<file path="src/rtl/cpu_mem_pkg.sv">
// Shared types and constants for the CPU memory arbiter slice.
package cpu_mem_pkg;

  typedef enum logic [1:0] {
    SRC_NONE   = 2'd0,
    SRC_IFETCH = 2'd1,
    SRC_DATA   = 2'd2
  } src_t;

  localparam int unsigned MEM_READ_LATENCY = 2;
  localparam int unsigned DEF_ADDR_BITS    = 15;
  localparam int unsigned DEF_DATA_BITS    = 16;

endpackage

</file>
<file path="src/rtl/mem_req_pipe.sv">
// Two-stage request pipeline: stage 1 drives the memory, stage 2 tags the return.
module mem_req_pipe
  import cpu_mem_pkg::*;
#(
  parameter int unsigned ADDR_BITS = DEF_ADDR_BITS,
  parameter int unsigned DATA_BITS = DEF_DATA_BITS
) (
  input  logic                 CLK,
  input  logic                 RSTb,
  input  src_t                 tag_i,
  input  logic [ADDR_BITS-1:0] addr_i,
  input  logic                 rd_i,
  input  logic                 wr_i,
  input  logic [DATA_BITS-1:0] wr_data_i,
  input  logic [1:0]           wr_mask_i,
  output logic [ADDR_BITS-1:0] s1_addr_o,
  output logic                 s1_rd_o,
  output logic                 s1_wr_o,
  output logic [DATA_BITS-1:0] s1_wr_data_o,
  output logic [1:0]           s1_wr_mask_o,
  output src_t                 s2_tag_o,
  output logic [ADDR_BITS-1:0] s2_addr_o,
  output logic                 s2_rd_o
);

  src_t                 s1_tag_q, s2_tag_q;
  logic [ADDR_BITS-1:0] s1_addr_q, s2_addr_q;
  logic                 s1_rd_q, s1_wr_q, s2_rd_q;
  logic [DATA_BITS-1:0] s1_wr_data_q;
  logic [1:0]           s1_wr_mask_q;

  // Reset squashes both stages on the same edge, dropping anything in flight.
  always_ff @(posedge CLK) begin
    if (!RSTb) begin
      s1_tag_q     <= SRC_NONE;
      s1_addr_q    <= '0;
      s1_rd_q      <= 1'b0;
      s1_wr_q      <= 1'b0;
      s1_wr_data_q <= '0;
      s1_wr_mask_q <= '0;
      s2_tag_q     <= SRC_NONE;
      s2_addr_q    <= '0;
      s2_rd_q      <= 1'b0;
    end else begin
      s1_tag_q     <= tag_i;
      s1_addr_q    <= addr_i;
      s1_rd_q      <= rd_i;
      s1_wr_q      <= wr_i;
      s1_wr_data_q <= wr_data_i;
      s1_wr_mask_q <= wr_mask_i;
      s2_tag_q     <= s1_tag_q;
      s2_addr_q    <= s1_addr_q;
      s2_rd_q      <= s1_rd_q;
    end
  end

  assign s1_addr_o    = s1_addr_q;
  assign s1_rd_o      = s1_rd_q;
  assign s1_wr_o      = s1_wr_q;
  assign s1_wr_data_o = s1_wr_data_q;
  assign s1_wr_mask_o = s1_wr_mask_q;
  assign s2_tag_o     = s2_tag_q;
  assign s2_addr_o    = s2_addr_q;
  assign s2_rd_o      = s2_rd_q;

endmodule

</file>
<file path="src/rtl/cpu_memory_arbiter.sv">
// Arbitrates instruction fetches and CPU data accesses onto one synchronous RAM
// with a fixed two-cycle return, bounding fetch starvation by STARVE_LIMIT.
module cpu_memory_arbiter
  import cpu_mem_pkg::*;
#(
  parameter int unsigned ADDR_BITS    = DEF_ADDR_BITS,
  parameter int unsigned DATA_BITS    = DEF_DATA_BITS,
  parameter int unsigned STARVE_LIMIT = 4
) (
  input  logic                 CLK,
  input  logic                 RSTb,
  input  logic [ADDR_BITS-1:0] if_address,
  input  logic                 if_rd_req,
  output logic                 if_will_queue,
  output logic                 if_success,
  output logic [ADDR_BITS-1:0] if_requested_address,
  output logic [DATA_BITS-1:0] if_data,
  input  logic [ADDR_BITS-1:0] d_address,
  input  logic                 d_rd_req,
  input  logic                 d_wr_req,
  input  logic [DATA_BITS-1:0] d_wr_data,
  input  logic [1:0]           d_wr_mask,
  output logic                 d_grant,
  output logic                 d_rd_valid,
  output logic [DATA_BITS-1:0] d_rd_data,
  output logic [ADDR_BITS-1:0] mem_address,
  output logic                 mem_rd,
  output logic                 mem_wr,
  output logic [DATA_BITS-1:0] mem_wr_data,
  output logic [1:0]           mem_wr_mask,
  input  logic [DATA_BITS-1:0] mem_rd_data
);

  localparam int unsigned      CNT_W = $clog2(STARVE_LIMIT + 1);
  localparam logic [CNT_W-1:0] LIMIT = CNT_W'(STARVE_LIMIT);

  logic [CNT_W-1:0]     starve_q, starve_d;
  logic                 grant_d, grant_f;
  src_t                 tag_d;
  logic [ADDR_BITS-1:0] addr_d;
  logic                 rd_d, wr_d;
  logic [DATA_BITS-1:0] wr_data_d;
  logic [1:0]           wr_mask_d;
  src_t                 s2_tag;
  logic                 s2_rd;

  // Grants are held off during reset so nothing is accepted only to be squashed.
  always_comb begin
    grant_d   = RSTb && (d_rd_req || d_wr_req) && ((starve_q < LIMIT) || !if_rd_req);
    grant_f   = RSTb && if_rd_req && !grant_d;
    tag_d     = SRC_NONE;
    addr_d    = '0;
    rd_d      = 1'b0;
    wr_d      = 1'b0;
    wr_data_d = '0;
    wr_mask_d = '0;
    if (grant_d) begin
      tag_d     = SRC_DATA;
      addr_d    = d_address;
      rd_d      = d_rd_req;
      wr_d      = d_wr_req;
      wr_data_d = d_wr_data;
      wr_mask_d = d_wr_mask;
    end else if (grant_f) begin
      tag_d  = SRC_IFETCH;
      addr_d = if_address;
      rd_d   = 1'b1;
    end
  end

  always_comb begin
    starve_d = starve_q;
    if (!if_rd_req || grant_f) begin
      starve_d = '0;
    end else if (grant_d && (starve_q != LIMIT)) begin
      starve_d = starve_q + 1'b1;
    end
  end

  always_ff @(posedge CLK) begin
    if (!RSTb) starve_q <= '0;
    else       starve_q <= starve_d;
  end

  mem_req_pipe #(
    .ADDR_BITS (ADDR_BITS),
    .DATA_BITS (DATA_BITS)
  ) u_pipe (
    .CLK          (CLK),
    .RSTb         (RSTb),
    .tag_i        (tag_d),
    .addr_i       (addr_d),
    .rd_i         (rd_d),
    .wr_i         (wr_d),
    .wr_data_i    (wr_data_d),
    .wr_mask_i    (wr_mask_d),
    .s1_addr_o    (mem_address),
    .s1_rd_o      (mem_rd),
    .s1_wr_o      (mem_wr),
    .s1_wr_data_o (mem_wr_data),
    .s1_wr_mask_o (mem_wr_mask),
    .s2_tag_o     (s2_tag),
    .s2_addr_o    (if_requested_address),
    .s2_rd_o      (s2_rd)
  );

  assign if_will_queue = grant_f;
  assign d_grant       = grant_d;
  assign if_success    = (s2_tag == SRC_IFETCH);
  assign if_data       = mem_rd_data;
  assign d_rd_valid    = (s2_tag == SRC_DATA) && s2_rd;
  assign d_rd_data     = mem_rd_data;

endmodule

</file>
<file path="config.mk">
export PLATFORM = sky130hd
export DESIGN_NAME = cpu_memory_arbiter
export DESIGN_NICKNAME = d
export VERILOG_FILES = /design/src/rtl/cpu_mem_pkg.sv /design/src/rtl/mem_req_pipe.sv /design/src/rtl/cpu_memory_arbiter.sv
export SDC_FILE = /design/constraint.sdc
export NUM_CORES = 1
export LEC_CHECK = 0
export ABC_CLOCK_PERIOD_IN_PS = 1750
export CELL_PAD_IN_SITES_DETAIL_PLACEMENT = 1
export CELL_PAD_IN_SITES_GLOBAL_PLACEMENT = 1
export CORE_MARGIN = 3
export CORE_UTILIZATION = 25
export DETAILED_ROUTE_END_ITERATION = 10
export PLACE_DENSITY = 0.84
export SKIP_CTS_REPAIR_TIMING = 1
export SYNTH_ARGS = -nofsm -noshare
export SYNTH_HDL_FRONTEND = slang
export SYNTH_HIERARCHICAL = 1
export SYNTH_SLANG_ARGS = --single-unit
</file>
<file path="constraint.sdc">
create_clock -name CLK -period 1.75 [get_ports CLK]
set_input_delay 0.175 -clock CLK [delete_from_list [all_inputs] [get_ports CLK]]
set_output_delay 0.175 -clock CLK [all_outputs]
set_load 0.02 [all_outputs]
</file>
==> results.tsv <==
stage	metric	value	unit
outcome	status	completed	
power_and_ir_drop	power_switching	694	µW
route	viasPerCell	3.99	
floorplanning	die_h	102	µm
setup_path	cp-end-kind	output port	
floorplanning	core.rowCount	34	
floorplanning	die_w	102	µm
setup_path	crit_start	u_pipe/s2_tag_o[1]	
hold_path	hp-class	in -> reg	
setup_path	path_buf_inv	1	
global_routing	antenna_found_initial	0	
clock_network	cts.clk_slew.worst_paths	0.07	ns
timing	setup_violations	0	
clock_network	insertion_delay	0.33	ns
setup_path	cp.required	1.57	ns
power_and_ir_drop	p_comb_share	14.2	%
final_layout	post-route-cell-area	3410	µm²
timing	setup_tns	0	ns
floorplanning	ios	155	
yosys	synth_compound_area_share	8.08	%
place	dpl-instance-area	3230	µm²
timing	slew_violations	0	
place	hpwl	4.47	mm
setup_path	slowest_delay	0.63	ns
yosys	synth_top_family_by_area	simple AND/OR/NAND/NOR gates	
hold_path	min_from	if_rd_req	
timing	fin_crit_sh	91.3	%
global_routing	grt_max_degree	36	
yosys	synth_area_leaders	dfxtp_1, and2_2, buf_4	
yosys	synthAdderAreaFrac	1.09	%
floorplanning	initial_core_util	26.0	%
route	first_pass_iters	4	
power_and_ir_drop	power_frac_seq	48.5	%
setup_path	arrival	1.42	ns
setup_path	rr_startpoint	starve_q[2]	
route	drt-initial-drc-count	36	
power_and_ir_drop	total_leakage_power	0.00139	µW
setup_path	cp_slowest_cell	clkdlybuf4s50_1	
flow_run	timing.max_cap.violations	0	
setup_path	worstSetupPathDepth	3	
yosys	synth_flop_cell	dfxtp_1	
final_layout	layout.nets	360	
final_layout	n_antenna_cell	0	
yosys	async_reset_ff_share	0	%
power_and_ir_drop	p_int	2160	µW
clock_network	cts.sink_count	58	
yosys	avgSynthCellArea	11.1	µm²
floorplanning	dieArea	10400	µm²
yosys	synth_xor_area_share	0	%
timing	holdWs	0.308	ns
timing	rsz0062_at_grt	false	
setup_path	critPathMaxFanout	2	
hold_path	holdPathStages	2	
setup_path	crit_type	reg -> out	
yosys	synth_cells	207	
place	io_buffers	106	
setup_path	cp-start-kind	register	
clock_network	cts_tree	yes	
yosys	ys_types	20	
setup_path	rr_worst_depth	5	
power_and_ir_drop	p_per_area	838	nW/µm²
route	antenna_left	0	
place	dp_slack	-0.132	ns
yosys	ys_seq_area_share	50.7	%
yosys	ys_ff_latch	58	
setup_path	crit_chain	nand2_1, nor2_1, clkdlybuf4s50_1	
setup_path	rrSetupSlack	0.33	ns
yosys	netlist_area	2290	µm²
yosys	synth_top_area_share	50.7	%
final_layout	drive_above_1_share	32.7	%
global_routing	overflow	0	
timing	fmax	626	MHz
timing	slew_headroom	76.7	%
clock_network	cts_root_buf	clkbuf_8	
power_and_ir_drop	p_sw_share	24.3	%
yosys	synth_top_area_cell	dfxtp_1	
clock_network	cts_made_buffers	9	
route	vias	1602	
power_and_ir_drop	clockPowerShare	37.3	%
route	drt_wl_total	5.94	mm
power_and_ir_drop	peakVddDrop	0.000322	V
route	drcViolationCount	0	
clock_network	cts.path.max_buffers	2	
yosys	syn-num-nets	278	
clock_network	cts_htree_levels	3	
route	detail_route.wl_per_cell	14.8	µm
setup_path	r2r_end	u_pipe/s1_addr_o[12]	
timing	fin_crit	1.60	ns
timing	fin_worst_skew	0.0102	ns
global_routing	track_usage	11.7	%
global_routing	grt_pass1_vias	1746	
yosys	synth_simple_gate_area_share	26.3	%
final_layout	area_growth	48.6	%
yosys	yosysWarnings	6	
hold_path	hold_end	starve_q[2]	
floorplanning	coreArea	8810	µm²
yosys	synthMuxAreaShare	0	%
yosys	synth-edff-count	0	
timing	worst_slack	0.152	ns
global_routing	grt_first_pass_wirelength	8.98	mm
timing	hold_viol	0	
setup_path	cpLargestDelayFamily	buffers and inverters	
place	globalplace.congestion	0.672	
timing	worst_slew_pin_slew	0.349	ns
==> flip-flops by register name (all words and copies together), names as in the netlist <==
register	cells
u_pipe/s2_rd_o	1
u_pipe/s1_tag_q	2
u_pipe/s1_wr_mask_o	2
u_pipe/s1_rd_o	1
u_pipe/s2_addr_o	15
u_pipe/s1_wr_o	1
u_pipe/s1_wr_data_o	16
u_pipe/s2_tag_o	2
u_pipe/s1_addr_o	15
starve_q	3
==> synth_stat cells (all sizes together) (2+ instances only) <==
| library cell | instances |
|---|---|
| and2 | 74 |
| dfxtp | 58 |
| buf | 36 |
| a22o | 15 |
| clkbuf | 5 |
| nor2 | 4 |
| inv | 3 |
| and4 | 2 |
| ha | 2 |
| nand2 | 2 |
==> worst register-to-register path: cells and delay by family, from the launching register on <==
kind	cells	cell delay, ns
AO/OA/AOI/OAI	2	0.53
buffers and inverters	1	0.20
flip-flops	1	0.35
AND/OR/NAND/NOR	2	0.25
==> metrics by stage <==
stage | util [%] | cells | power (µW)
final | 38.7 | 402 | 2850
after global placement | 36.6 | 386 | 1820
after global routing | 38.7 | 402 | 3010
after detailed placement | 36.6 | 386 | 1830
after CTS | 38.6 | 402 | 2920
after floorplan | - | 207 | 1690
==> cell families after synthesis <==
logic type,count (synthesis)
adders and majority gates,2
DFF,58
AOI/OAI and AO/OA,18
buffers and inverters,44
and+or+nand+nor,85
==> power by group through the flow <==
| stage | combinational (µW) | clock [µW] | sequential [µW] |
|---|---|---|---|
| finish | 406 | 1060 | 1390 |
| global route | 436 | 1190 | 1390 |
| CTS | 414 | 1120 | 1390 |
| detailed placement | 412 | 0 | 1420 |
| global placement | 403 | 0 | 1410 |
| floorplan | 229 | 0 | 1470 |
==> cell usage in the layout (no fill, tap or decap) <==
| cell type | netlist | layout |
|---|---|---|
| buf_4 | 33 | 6 |
| clkbuf_1 | 0 | 1 |
| clkdlybuf4s50_1 | 0 | 103 |
| nor2b_1 | 1 | 1 |
| ha_1 | 2 | 2 |
| clkinvlp_4 | 0 | 2 |
| dlymetal6s2s_1 | 0 | 3 |
| and2_2 | 56 | 56 |
| nor2_1 | 2 | 2 |
| and4_1 | 2 | 2 |
| o21ba_2 | 1 | 1 |
| clkinv_2 | 0 | 3 |
| inv_1 | 3 | 3 |
| nor2_2 | 1 | 1 |
| and2_1 | 18 | 18 |
| a211oi_4 | 1 | 1 |
| clkbuf_8 | 0 | 10 |
| nor2_4 | 1 | 1 |
| dfxtp_1 | 58 | 58 |
| nand2_1 | 2 | 2 |
| nor4_1 | 1 | 1 |
| or2b_1 | 1 | 1 |
| a22o_2 | 15 | 15 |
| a21oi_1 | 1 | 1 |
==> per-layer routing <==
metal	vias up	wire length [µm]	share of wire, %	global-route usage, %
met5	-	0	0	0
met4	0	133	2.2	6.13
met3	22	517	8.7	4.61
met2	66	2940	50	19.6
met1	728	2350	40	12.6
li1	786	-	-	-
==> how the worst max path moves through the flow <==
| stage | endpoint | slack [ns] |
|---|---|---|
| after floorplan | u_pipe/s1_addr_o[10] | 0.44 |
| after global routing | d_rd_valid | 0.05 |
| after global placement | d_grant | -0.10 |
| after CTS | if_will_queue | -0.16 |
| final | d_rd_valid | 0.15 |
| after detailed placement | d_grant | -0.13 |
==> cell type report <==
cell class / count / area, µm²
fillers: 981 / 5400
well taps: 108 / 135
multi-input cells: 105 / 813
repair buffers: 112 / 1110
inverters: 3 / 11.3
clock buffers: 11 / 141
flip-flops and latches: 58 / 1160
clock inverters: 5 / 30.0
(Power assumes the default switching activity.)
==> patch, RTL diff (config.mk and constraints unchanged) <==
Set the package constant `DEF_DATA_BITS` to 12 (it was 16).
--- a/src/rtl/cpu_mem_pkg.sv
+++ b/src/rtl/cpu_mem_pkg.sv
@@ -10,5 +10,5 @@
   localparam int unsigned MEM_READ_LATENCY = 2;
   localparam int unsigned DEF_ADDR_BITS    = 15;
-  localparam int unsigned DEF_DATA_BITS    = 16;
+  localparam int unsigned DEF_DATA_BITS    = 12;
 
 endpackage
Ports: changed (5 resized); port bits go from 155 to 135. No check against the original RTL was run, so the function may have changed too.
==> patch against the unedited design <==
Sequential share of layout area rose by 0.33 points; final cell count fell by 7.7%; sequential cell count fell by 4; worst setup slack improved by 0.033 ns; non-clock buffer count fell by 7; first-iteration DRC count fell by 28%; routed wire length fell by 13%; power fell by 13%; combinational power fell by 6.2%; critical path depth fell by 1; area after synthesis fell by 8.2%; design area fell by 7.8%; synthesized cell count fell by 8.7%.
==> patch: results (changes against the unedited design) <==
Worst-path clk slew 0.09 ns (+0.02 ns); synth top area cells dfxtp_1, and2_2, buf_4; largest net degree at the start of global routing 55 (+53%); Layout Nets 331 (-8.1%); first-pass GRT wire length 7890 um (-12%); Switching Share 0.222 (-0.0209); Final setup viols 0 (unchanged); WHS Path Cells 0 (-2); sequential power share 0.518 (+0.033); HPWL after DPL 3940 um (-12%); Hold WC Path Type input pin to output pin; clock skew 0.00613 ns (-0.00410 ns); register area share after synthesis 0.514 (+0.00712); Synth Net Count 252 (-9.4%); min-delay src mem_rd_data[0]; Seq group 1.29 mW (-7%); Critical Path Source u_pipe/s2_tag_o[0]; drt first pass iters 3 (-1); average wire per standard cell 13.9 um (-6.1%); layout cell share with drive strength beyond 1 0.264 (-0.0626); Worst setup endpoint if_success; Peak VDD IR 0.000310 V (-3.6%); Hold Path End d_rd_data[0]; Clk pwr share 0.329 (-0.044); Final Wtd Congestion 0.769 (+14%); Worst EP arrival 1.39 ns (-0.03 ns); DR vias 1502 (-6.2%); Port Buffers 98 (-7.5%); WHS 0.350 ns (+0.0422 ns); most frequent cells after synthesis dfxtp_1, and2_2, buf_4; initial antenna violation count 0 (unchanged); Global Route Usage Sum 0.104 (-0.0122); Max H-tree Level 2 (-1); Clk Latency, worst-skew pair 0.30 ns (-0.03 ns); post-synthesis cell type count 24 (+20%); drt initial violations 26 (-28%); status completed; relative slew slack 0.734 (-0.0330); Leak 1.28 nW (-7.9%)
==> patch: changes by cell type after synthesis, sizes merged, moves of 2 or more <==
cell,before,now
dfxtp,58,54
buf,36,28
nor2,4,2
and3,0,3
nand2,2,4
and2,74,65
==> patch: routing by layer <==
layer / vias up / share of wire / track usage
li1: 733 / - / -
met1: 699 / 0.38 / 0.101
met2: 64 / 0.54 / 0.201
met3: 6 / 0.076 / 0.0393
met4: 0 / 0.0066 / 0.0362
met5: - / 0 / 0
==> patch: per-stage QoR <==
step	setup slack (ns)	instances	cell area (sq um)	utilization
after floorplan	0.496	189	2100	-
after global placement	-0.0416	363	3030	0.382
after detailed placement	-0.0774	363	3030	0.382
after CTS	-0.120	371	3140	0.396
after global routing	0.0993	371	3140	0.396
final	0.184	371	3140	0.396
==> patch: cells by family after synthesis <==
kind of cell | Yosys count | synth area share
compound gates | 18 | 0.0779
fa+ha+maj | 2 | 0.0119
flops | 54 | 0.514
buf+inv | 35 | 0.121
xor+xnor | 1 | 0.00416
mux | 1 | 0.00535
simple gates | 78 | 0.266
==> patch: worst max-delay path, stage by stage (launching register included) <==
cell and delay (ns):
dfxtp_1 0.33, nor2b_1 0.15, clkdlybuf4s50_1 0.61
==> patch: layout make-up <==
| cell class | instances | area [sq um] |
|---|---|---|
| Clock buffer | 6 | 72.6 |
| Clock inverter | 2 | 37.5 |
| Fill cell | 878 | 4790 |
| Inverter | 2 | 7.51 |
| Multi-Input combinational cell | 100 | 768 |
| Sequential cell | 54 | 1080 |
| Tap cell | 102 | 128 |
| Timing Repair Buffer | 105 | 1050 |
